## src/rtl/apb_irq_arbiter_pkg.sv

```systemverilog
// Shared constants for the APB interrupt arbiter: register word offsets,
// CTRL/CLAIM bit positions, ID width and FSM state encoding.
package apb_irq_arbiter_pkg;

    localparam int ID_W = 5;

    // Word offsets (bus address bits [7:2])
    localparam logic [5:0] OFF_ENABLE   = 6'h00;
    localparam logic [5:0] OFF_EDGE     = 6'h01;
    localparam logic [5:0] OFF_PENDING  = 6'h02;
    localparam logic [5:0] OFF_CLAIM    = 6'h03;
    localparam logic [5:0] OFF_COMPLETE = 6'h04;
    localparam logic [5:0] OFF_CTRL     = 6'h05;

    localparam int CTRL_GEN_BIT    = 0;
    localparam int CTRL_RR_BIT     = 1;
    localparam int CLAIM_VALID_BIT = 31;

    typedef enum logic [1:0] {
        ST_IDLE = 2'd0,
        ST_PEND = 2'd1,
        ST_SERV = 2'd2
    } state_t;

endpackage

```

## src/rtl/apb_irq_arbiter_picker.sv

```systemverilog
// Find-first-set over the candidate vector starting at index 'rot' and
// wrapping around. rot = 0 gives plain lowest-index-wins priority.
module irq_rr_picker
    import apb_irq_arbiter_pkg::*;
#(
    parameter int NUM_SRC = 32
) (
    input  logic [NUM_SRC-1:0] cand,
    input  logic [ID_W-1:0]    rot,
    output logic               valid,
    output logic [ID_W-1:0]    id
);

    logic [NUM_SRC-1:0] rotated;

    // Rotate so bit 0 is the highest-priority slot, then scan downwards so
    // the last hit (lowest rotated index) is the one that sticks.
    always_comb begin
        rotated = NUM_SRC'({cand, cand} >> rot);
        valid   = 1'b0;
        id      = '0;
        for (int k = NUM_SRC - 1; k >= 0; k--) begin
            if (rotated[k]) begin
                valid = 1'b1;
                id    = ID_W'((int'(rot) + k) % NUM_SRC);
            end
        end
    end

endmodule

```

## src/rtl/apb_irq_arbiter.sv

```systemverilog
// APB-programmable interrupt arbiter: synchronises sources, latches edge or
// level requests, picks one winner (fixed or round-robin) and runs a
// claim/complete handshake so only one source is in service at a time.
//
// state   | meaning
// --------+------------------------------------------------------------
// ST_IDLE | no request presented; waiting for a non-empty candidate set
// ST_PEND | irq_o high, irq_id tracks the current winner until CLAIM
// ST_SERV | a source has been claimed; waiting for matching COMPLETE
module apb_irq_arbiter
    import apb_irq_arbiter_pkg::*;
#(
    parameter int NUM_SRC     = 32,
    parameter int SYNC_STAGES = 2
) (
    input  logic               PCLK,
    input  logic               PRESETn,
    input  logic               PSEL,
    input  logic [5:0]         PADDR,
    input  logic               PENABLE,
    input  logic               PWRITE,
    input  logic [31:0]        PWDATA,
    output logic [31:0]        PRDATA,
    output logic               PREADY,
    output logic               PSLVERR,
    input  logic [NUM_SRC-1:0] irq_src,
    output logic               irq_o,
    output logic [ID_W-1:0]    irq_id,
    output logic               in_service
);

    logic [NUM_SRC-1:0] sync_q [SYNC_STAGES];
    logic [NUM_SRC-1:0] s_d_q, enable_q, edge_q, pending_q, pending_d;
    logic [NUM_SRC-1:0] sync_v, claim_mask, srv_mask, w1c_mask, cand;
    logic               gen_q, rr_q;
    state_t             state_q, state_d;
    logic [ID_W-1:0]    last_grant_q, srv_id_q, rot, pick_id;
    logic               pick_valid;
    logic               access, wr, rd, mapped;
    logic               claim_fire, complete_wr, complete_ok;

    assign access      = PSEL & PENABLE;
    assign wr          = access & PWRITE;
    assign rd          = access & ~PWRITE;
    assign mapped      = (PADDR <= OFF_CTRL);
    assign claim_fire  = rd & (PADDR == OFF_CLAIM) & (state_q == ST_PEND);
    assign complete_wr = wr & (PADDR == OFF_COMPLETE);
    assign complete_ok = complete_wr & (state_q == ST_SERV) & (PWDATA[ID_W-1:0] == srv_id_q);

    assign sync_v     = sync_q[SYNC_STAGES-1];
    assign claim_mask = claim_fire ? (NUM_SRC'(1) << irq_id) : '0;
    assign srv_mask   = in_service ? (NUM_SRC'(1) << srv_id_q) : '0;
    assign w1c_mask   = (wr && PADDR == OFF_PENDING) ? PWDATA[NUM_SRC-1:0] : '0;
    assign cand       = pending_q & enable_q & ~srv_mask & {NUM_SRC{gen_q}};
    assign rot        = !rr_q ? '0 :
                        (last_grant_q == ID_W'(NUM_SRC - 1)) ? '0 : last_grant_q + 1'b1;

    assign PREADY     = 1'b1;
    assign PSLVERR    = access & (~mapped | (complete_wr & ~complete_ok));
    assign irq_o      = state_q == ST_PEND;

    irq_rr_picker #(.NUM_SRC(NUM_SRC)) u_picker (
        .cand  (cand),
        .rot   (rot),
        .valid (pick_valid),
        .id    (pick_id)
    );

    // Synchroniser chain plus one history flop for edge detection
    always_ff @(posedge PCLK or negedge PRESETn) begin
        if (!PRESETn) begin
            for (int s = 0; s < SYNC_STAGES; s++) sync_q[s] <= '0;
            s_d_q <= '0;
        end else begin
            sync_q[0] <= irq_src;
            for (int s = 1; s < SYNC_STAGES; s++) sync_q[s] <= sync_q[s-1];
            s_d_q <= sync_v;
        end
    end

    // Pending: edge bits set on rise (set beats clear), level bits follow sync
    always_comb begin
        pending_d = (edge_q & ((sync_v & ~s_d_q) | (pending_q & ~(w1c_mask | claim_mask))))
                  | (~edge_q & sync_v);
    end

    // Configuration registers and pending vector
    always_ff @(posedge PCLK or negedge PRESETn) begin
        if (!PRESETn) begin
            enable_q  <= '0;
            edge_q    <= '0;
            gen_q     <= 1'b0;
            rr_q      <= 1'b0;
            pending_q <= '0;
        end else begin
            pending_q <= pending_d;
            if (wr && PADDR == OFF_ENABLE) enable_q <= PWDATA[NUM_SRC-1:0];
            if (wr && PADDR == OFF_EDGE)   edge_q   <= PWDATA[NUM_SRC-1:0];
            if (wr && PADDR == OFF_CTRL) begin
                gen_q <= PWDATA[CTRL_GEN_BIT];
                rr_q  <= PWDATA[CTRL_RR_BIT];
            end
        end
    end

    // Next-state logic for the request/claim/complete handshake
    always_comb begin
        state_d = state_q;
        case (state_q)
            ST_IDLE: if (pick_valid) state_d = ST_PEND;
            ST_PEND: begin
                if (claim_fire)       state_d = ST_SERV;
                else if (!pick_valid) state_d = ST_IDLE;
            end
            ST_SERV: if (complete_ok) state_d = ST_IDLE;
            default: state_d = ST_IDLE;
        endcase
    end

    // State register and registered outputs; winner is re-sampled every cycle
    always_ff @(posedge PCLK or negedge PRESETn) begin
        if (!PRESETn) begin
            state_q      <= ST_IDLE;
            irq_id       <= '0;
            in_service   <= 1'b0;
            srv_id_q     <= '0;
            last_grant_q <= '0;
        end else begin
            state_q    <= state_d;
            irq_id     <= (state_d == ST_PEND) ? pick_id : '0;
            in_service <= state_d == ST_SERV;
            if (claim_fire) begin
                srv_id_q     <= irq_id;
                last_grant_q <= irq_id;
            end
        end
    end

    // Read mux; CLAIM only reports a valid id while a request is presented
    always_comb begin
        PRDATA = '0;
        if (PSEL && !PWRITE) begin
            case (PADDR)
                OFF_ENABLE:  PRDATA = 32'(enable_q);
                OFF_EDGE:    PRDATA = 32'(edge_q);
                OFF_PENDING: PRDATA = 32'(pending_q);
                OFF_CLAIM: begin
                    if (state_q == ST_PEND) begin
                        PRDATA[CLAIM_VALID_BIT] = 1'b1;
                        PRDATA[ID_W-1:0]        = irq_id;
                    end
                end
                OFF_CTRL: begin
                    PRDATA[CTRL_GEN_BIT] = gen_q;
                    PRDATA[CTRL_RR_BIT]  = rr_q;
                end
                default: PRDATA = '0;
            endcase
        end
    end

endmodule

```

## config.mk

```make
export PLATFORM = sky130hd
export DESIGN_NAME = apb_irq_arbiter
export DESIGN_NICKNAME = d
export VERILOG_FILES = /design/src/rtl/apb_irq_arbiter_pkg.sv /design/src/rtl/apb_irq_arbiter_picker.sv /design/src/rtl/apb_irq_arbiter.sv
export SDC_FILE = /design/constraint.sdc
export NUM_CORES = 1
export LEC_CHECK = 0
export CAP_MARGIN = 20
export CORE_ASPECT_RATIO = 0.5
export CORE_UTILIZATION = 54
export DETAILED_ROUTE_END_ITERATION = 8
export PLACE_DENSITY = 0.82
export SLEW_MARGIN = 0
export SYNTH_ARGS = -nofsm -noshare
export SYNTH_HDL_FRONTEND = slang
export SYNTH_HIERARCHICAL = 1
export SYNTH_SLANG_ARGS = --single-unit
```

## constraint.sdc

```tcl
create_clock -name PCLK -period 4.5 [get_ports PCLK]
set_input_delay 0.45 -clock PCLK [delete_from_list [all_inputs] [get_ports PCLK]]
set_output_delay 0.45 -clock PCLK [all_outputs]
set_load 0.005 [all_outputs]
```

==> metrics.md, run 1 <==
| Metric | Value |
|---|---|
| Status | `finished, violations left` |
| Failing checks | `negative setup slack` |
| Final Wtd Congestion | `around 0.99` |
| Sequential area share after synthesis | `36.5%` |
| Minimum clock period | `4600 ps` |
| Vias/cell | `just under 7` |
| Number of DRC markers in iteration 0 | `1942` |
| Hold Path Class | `reg -> reg` |
| Clk_skew | `around 28 ps` |
| Row count | `a little over 40` |
| Cell area after synthesis | `14200 um2` |
| Final WL | `57700 um` |
| Main synth FF type | `dfrtp_1` |
| Cells after Synth | `between 1000 and 1500` |
| Peak VDD IR | `0.000381 V` |
| Layout cells sized above 1 | `roughly a third` |
| Routed Antenna Nets | `0` |
| Buffers on Ports | `approximately 110` |
| Syn_nets | `1458` |
| Synth Warn # | `6` |
| Max Cap Violations | `0` |
| DIE HEIGHT | `roughly 120 um` |
| Num CTS Buffers | `19` |
| Avg Inst Size Synth | `about 10 um2` |
| WP data required | `between 4000 and 5000 ps` |
| Fmax achieved | `218 MHz` |
| Worst-case reg-to-reg path depth | `15` |
| Worst relative slew slack | `26.4%` |
| Power Dens Cells | `~220 nW/um2` |
| Fin crit share | `102%` |
| Endpoints failing hold | `0` |
| Final core utilization | `between 70% and 80%` |
| WP data arrival | `about 5000 ps` |
| First-pass GRT wire length | `between 80000 and 90000 um` |
| First-pass detailed-route iteration total | `6` |
| Setup CP Type | `reg -> reg` |
| Post-synth ARST share | `100%` |
| Drc violations | `0` |
| N_diodes | `0` |
| Power, Total | `between 4 and 5 mW` |
| Initial Util | `~56%` |
| Die area | `roughly 27000 um2` |
| Max-slew violations | `0` |
| Largest net degree at the start of global routing | `between 100 and 150` |
| TritonCTS clock tree | `built` |
| Unique masters post-synth | `80` |
| RSZ-0062 raised after global routing | `yes` |
| Initial antenna violation count | `1` |
| Clock transition at path regs | `roughly 80 ps` |
| Setup Slack @ Placement | `-491 ps` |
| Synth cell count leaders | `207 x dfrtp_1, 137 x nand2_1, 116 x nor2_1, 93 x mux2_2` |
| CP Launch Type | `flop` |
| Hold Slack | `about 340 ps` |
| Crit end category | `flop` |
| Leak | `between 8 and 9 nW` |
| Root buffer cell | `clkbuf_16` |
| Most frequent cell after synthesis | `dfrtp_1` |
| Hpwl dp | `approximately 41000 um` |
| Congestion Overflow GR | `0` |
| Fin cells | `roughly 2100` |
| CTS H-tree depth | `1` |
| Worst Hold Depth | `0` |
| #FFs+latches synth | `around 210` |
| Die width | `between 200 and 250 um` |
| Post-synth EDFFs | `0` |
| Final setup vio count | `6` |
| Slew @ Worst Pin | `approximately 1100 ps` |
| Post-DR wirelength/cell | `27.8 um` |
| Placed Instances | `around 2000` |
| Area contributors post-synth | `dfrtp_1 37%, mux4_2 14%, mux2_2 7.4%` |
| Core ar. | `~25000 um2` |
| Final WS setup | `-96.6 ps` |
| Area delta synth->final | `34.0%` |
| Via count | `14267` |
| Post-layout nets | `1814` |
| Worst-path fanout max | `13` |
| Synth area leader | `dfrtp_1` |
| Clock latency at the later pin of the worst-skew pair | `530 ps` |
| Io pins | `116` |
| CTS sink cnt | `between 200 and 250` |
| Yosys top cell area share | `36.5%` |
| Fill cell count | `approximately 1600` |
| Vias in the first global route | `roughly 14000` |
| GRT Util Overall | `between 40% and 50%` |
| Longest Clk Path Bufs | `3` |
==> power by group <==
part,internal (mW),switching (mW),total [mW]
sequential,1.95,0.0696,2.02
clock,0.909,0.753,1.66
combinational,0.219,0.256,0.475
total,3.08,1.08,4.16
==> worst max-delay path, stage by stage, from the launching register on <==
cell	delay, ps
dfrtp_1	420
buf_12	160
nor2_1	280
buf_4	220
a21oi_1	80
buf_4	170
buf_4	150
mux4_2	550
mux2_4	320
mux4_2	500
or4b_4	550
nor3_4	200
nand4_1	290
nor3b_4	280
buf_6	170
and2_4	150
==> per-layer routing <==
metal  vias to the layer above  GRT usage (%)  share of wire, %
met2                      1055           68.2                46
met1                      7053           54.3                38
met5                         -              0                 0
met3                       268           8.72                11
met4                         0           21.5               5.8
li1                       5891              -                 -
==> final timing paths <==
path                                 start      endpoint  slack [ps]
setup / recovery           last_grant_q[3]     irq_id[0]        -100
max in group asynchronous          PRESETn    edge_q[11]        2820
hold / removal                  sync_q[53]    sync_v[21]         340
setup reg to reg           last_grant_q[3]     irq_id[0]        -100
hold reg to reg                 sync_q[53]    sync_v[21]         340
min in group asynchronous          PRESETn  enable_q[20]         430
==> repair_timing <==
action	in CTS	in global routing
pin swaps	14	10
resized for setup	69	38
cloned	1	0
endpoints found under the setup margin	6	6
hold buffers	0	1
setup buffers	27	25
endpoints found under the hold margin	0	36
==> flip-flops by register name (all words and copies together), names as in the netlist <==
name / flops
edge_q: 32
enable_q: 32
irq_id: 5
s_d_q: 32
state_q: 2
in_service: 1
sync_v: 32
rr_q: 1
last_grant_q: 5
pending_q: 32
sync_q: 32
gen_q: 1
==> cell usage in the layout (no fill, tap or decap), types with 36 or more instances in the layout <==
| master | count |
|---|---|
| o21ai_0 | 36 |
| a21oi_1 | 80 |
| nand2_1 | 134 |
| mux2_2 | 85 |
| buf_4 | 274 |
| mux2i_1 | 62 |
| dfrtp_1 | 207 |
| nor2_1 | 109 |
| nand3_1 | 49 |
| clkdlybuf4s50_1 | 112 |
| mux4_2 | 87 |
==> per-stage QoR <==
stage                     instance area, um2  setup TNS (ps)
after global placement                 17500           -2570
after global routing                   19000            -698
after floorplan                        14200               0
after detailed placement               17500           -2670
after CTS                              18600               0
final                                  19000            -538
==> final cells by class <==
cell class / count / area (um2) / area share, %
well taps: 344 / 430 / 2.27
inverters: 21 / 86.3 / 0.455
clock inverters: 6 / 72.6 / 0.382
repair buffers: 428 / 3820 / 20.1
multi-input cells: 1044 / 8860 / 46.6
clock buffers: 26 / 542 / 2.85
flip-flops and latches: 207 / 5180 / 27.3
==> cell families after synthesis <==
logic type | after synthesis | share of synthesized area [%]
simple gates | 420 | 14.6
flops | 207 | 36.5
buf+inv | 114 | 3.58
fa+ha+maj | 18 | 1.59
compound gates | 326 | 15.5
mux | 252 | 26.4
xor+xnor | 27 | 1.67
other cells | 1 | 0.0264
Power figures use the tool's default switching activity.
==> run 2, diff against run 1 <==
- MAX_ROUTING_LAYER: default -> met4
==> run 2 against run 1 <==
The run now ends clean. Design area shrank 3.4%. Via count rose by 0.75%. Global-route usage up 1.2 points. Critical path depth increased by 2. Combinational power is 2% lower. Sequential share of layout area increased by 0.96 points. Clock skew down 8.6 ps. Clock power increased by 13%. Worst hold slack gained 7.2 ps. Count of clock-buffer cells in the layout is 4 higher. Critical endpoint is now irq_id[3]. Highest routed layer unchanged.
==> metrics.md, run 2 (synthesized netlist as in run 1, its figures left out) <==
| Metric | Value |
|---|---|
| Initial Util | `55.6% (unchanged)` |
| Placed Instances | `1956 (was 1993)` |
| Setup TNS | `0 ps (was -538 ps)` |
| Largest net degree at the start of global routing | `145 (was 136)` |
| Io pins | `116 (unchanged)` |
| Core ar. | `25500 um2 (unchanged)` |
| Fmax achieved | `224 MHz (was 218 MHz)` |
| Setup Slack @ Placement | `-58.5 ps (was -491 ps)` |
| TritonCTS clock tree | `built (unchanged)` |
| N_diodes | `0 (unchanged)` |
| Slowest stage delay, CP | `580 ps (was 550 ps)` |
| Root buffer cell | `clkbuf_16 (unchanged)` |
| CP top delay family | `multiplexers (was simple AND/OR/NAND/NOR gates)` |
| RSZ-0062 raised after global routing | `yes (unchanged)` |
| Area delta synth->final | `29.4% (was 34.0%)` |
| First-pass detailed-route iteration total | `6 (unchanged)` |
| CTS sink cnt | `207 (unchanged)` |
| Most used cell, CP | `mux4_2 (was buf_4)` |
| Crit end category | `flop (unchanged)` |
| Commonest non-fill, non-tap cells in the layout | `228 x buf_4, 207 x dfrtp_1, 136 x nand2_1 (was 274 x buf_4, 207 x dfrtp_1, 134 x nand2_1)` |
| Row count | `41 (unchanged)` |
| Fin cells | `2015 (was 2076)` |
| Worst relative slew slack | `5.00% (was 26.4%)` |
| WP data arrival | `4870 ps (was 5030 ps)` |
| Final setup vio count | `0 (was 6)` |
| DIE HEIGHT | `117 um (unchanged)` |
| Slew @ Worst Pin | `1420 ps (was 1100 ps)` |
| Longest Clk Path Bufs | `3 (unchanged)` |
| WP data required | `4910 ps (was 4930 ps)` |
| GRT Util Overall | `43.3% (was 42.0%)` |
| Fill cell count | `1667 (was 1647)` |
| Number of DRC markers in iteration 0 | `2143 (was 1942)` |
| Layout cells sized above 1 | `31.5% (was 35.0%)` |
| Buffers on Ports | `114 (unchanged)` |
| Routed Antenna Nets | `0 (unchanged)` |
| Fin crit share | `99.1% (was 102%)` |
| Worst-path fanout max | `8 (was 13)` |
| Hold Path Class | `reg -> reg (unchanged)` |
| Max-slew violations | `0 (unchanged)` |
| Sum of buffers and inverters on the critical path | `3 (was 5)` |
| Drc violations | `0 (unchanged)` |
| Max Cap Violations | `0 (unchanged)` |
| Initial antenna violation count | `0 (was 1)` |
| Hpwl dp | `41100 um (was 40800 um)` |
| Final Wtd Congestion | `1.07 (was 0.989)` |
| Final WS setup | `40.3 ps (was -96.6 ps)` |
| Clock transition at path regs | `80 ps (about the same)` |
| CP Launch Type | `flop (unchanged)` |
| Via count | `14374 (was 14267)` |
| Die area | `26900 um2 (unchanged)` |
| First-pass GRT wire length | `84700 um (was 84500 um)` |
| Status | `finished, final reports clean (was finished, violations left)` |
| DP Area | `17200 um2 (was 17500 um2)` |
| Minimum clock period | `4460 ps (was 4600 ps)` |
| Power, Total | `4.36 mW (was 4.16 mW)` |
| Num CTS Buffers | `20 (was 19)` |
| Vias in the first global route | `13817 (was 13782)` |
| Crit-path slowest cell | `mux4_2 (unchanged)` |
| Peak VDD IR | `0.000422 V (was 0.000381 V)` |
| Clock latency at the later pin of the worst-skew pair | `520 ps (was 530 ps)` |
| Die width | `231 um (unchanged)` |
| CTS H-tree depth | `1 (unchanged)` |
| Post-Layout Inst Area | `18300 um2 (was 19000 um2)` |
| Final WL | `59600 um (was 57700 um)` |
| Leak | `7.96 nW (was 8.29 nW)` |
| Crit-path cells | `ha_2 > and3_1 > ha_1 > nand2b_4 > nor2_4 > buf_12 > buf_6 > mux4_2 > mux4_2 > mux2i_2 > buf_4 > nor2b_2 > o221a_2 > o21ai_0 > o31ai_1 > nor2_1 > and2_1 (was buf_12 > nor2_1 > buf_4 > a21oi_1 > buf_4 > buf_4 > mux4_2 > mux2_4 > mux4_2 > or4b_4 > nor3_4 > nand4_1 > nor3b_4 > buf_6 > and2_4)` |
| Post-DR wirelength/cell | `29.6 um (was 27.8 um)` |
| Endpoints failing hold | `0 (unchanged)` |
| Congestion Overflow GR | `0 (unchanged)` |
| Clk_skew | `19.1 ps (was 27.6 ps)` |
| Setup CP Type | `reg -> reg (unchanged)` |
| Vias/cell | `7.13 (was 6.87)` |
| Post-layout nets | `1750 (was 1814)` |
| Power Dens Cells | `238 nW/um2 (was 219 nW/um2)` |
| Commonest non-fill, non-tap cell in the layout | `buf_4 (unchanged)` |
==> run 2: cell types whose count changed in the layout (fill, tap and decap cells not counted), moves of 4 or more <==
cell	previous run	this run
and2_1	10	14
buf_12	17	10
buf_6	18	6
and2_4	5	0
buf_4	274	228
==> run 2: report_power, final <==
group          internal [mW]  switching [mW]
logic                  0.205           0.259
clock network           1.05           0.820
registers               1.95          0.0815
==> run 2: cell type report <==
type                            count  area, um2  area share (%)
Clock buffer                       30        629            3.43
Tap cell                          344        430            2.35
Timing Repair Buffer              363       3210            17.5
Inverter                           21       78.8           0.430
Multi-Input combinational cell   1044       8730            47.6
Clock inverter                      6       83.8           0.457
Sequential cell                   207       5180            28.2
==> run 2: final timing paths <==
check | start | endpoint | slack (ps) | depth (start not counted)
setup reg to reg | last_grant_q[1] | irq_id[3] | 40 | 17
min in group asynchronous | PRESETn | pending_q[17] | 390 | 2
hold / removal | sync_q[53] | sync_v[21] | 350 | 0
setup / recovery | last_grant_q[1] | irq_id[3] | 40 | 17
max in group asynchronous | PRESETn | irq_id[4] | 2910 | 4
hold reg to reg | sync_q[53] | sync_v[21] | 350 | 0
==> run 2: routing by layer <==
layer,part of all wire [%],global-route usage [%],wire length [um],up-vias
met4,6.4,17.2,3790,0
met2,46,70.8,27300,1096
met5,0,-,0,-
li1,-,-,-,5764
met1,38,54.6,22800,7202
met3,9.7,6.86,5760,312
==> run 2: metrics by stage <==
stage               hold slack [ps]  utilization (%)
floorplan                       154                -
detailed placement              335             67.3
finish                          350             72.0
global placement                333             67.3
global route                    354             72.0
CTS                             194             70.1
==> run 2: repair_timing <==
item                       4_1_cts  5_1_grt
gates cloned                     0        1
setup endpoints to repair        5        6
hold endpoints to repair         0       19
hold buffers                     0        1
resized for setup                3       60
pin swaps                        0       29
setup buffers                    0       19
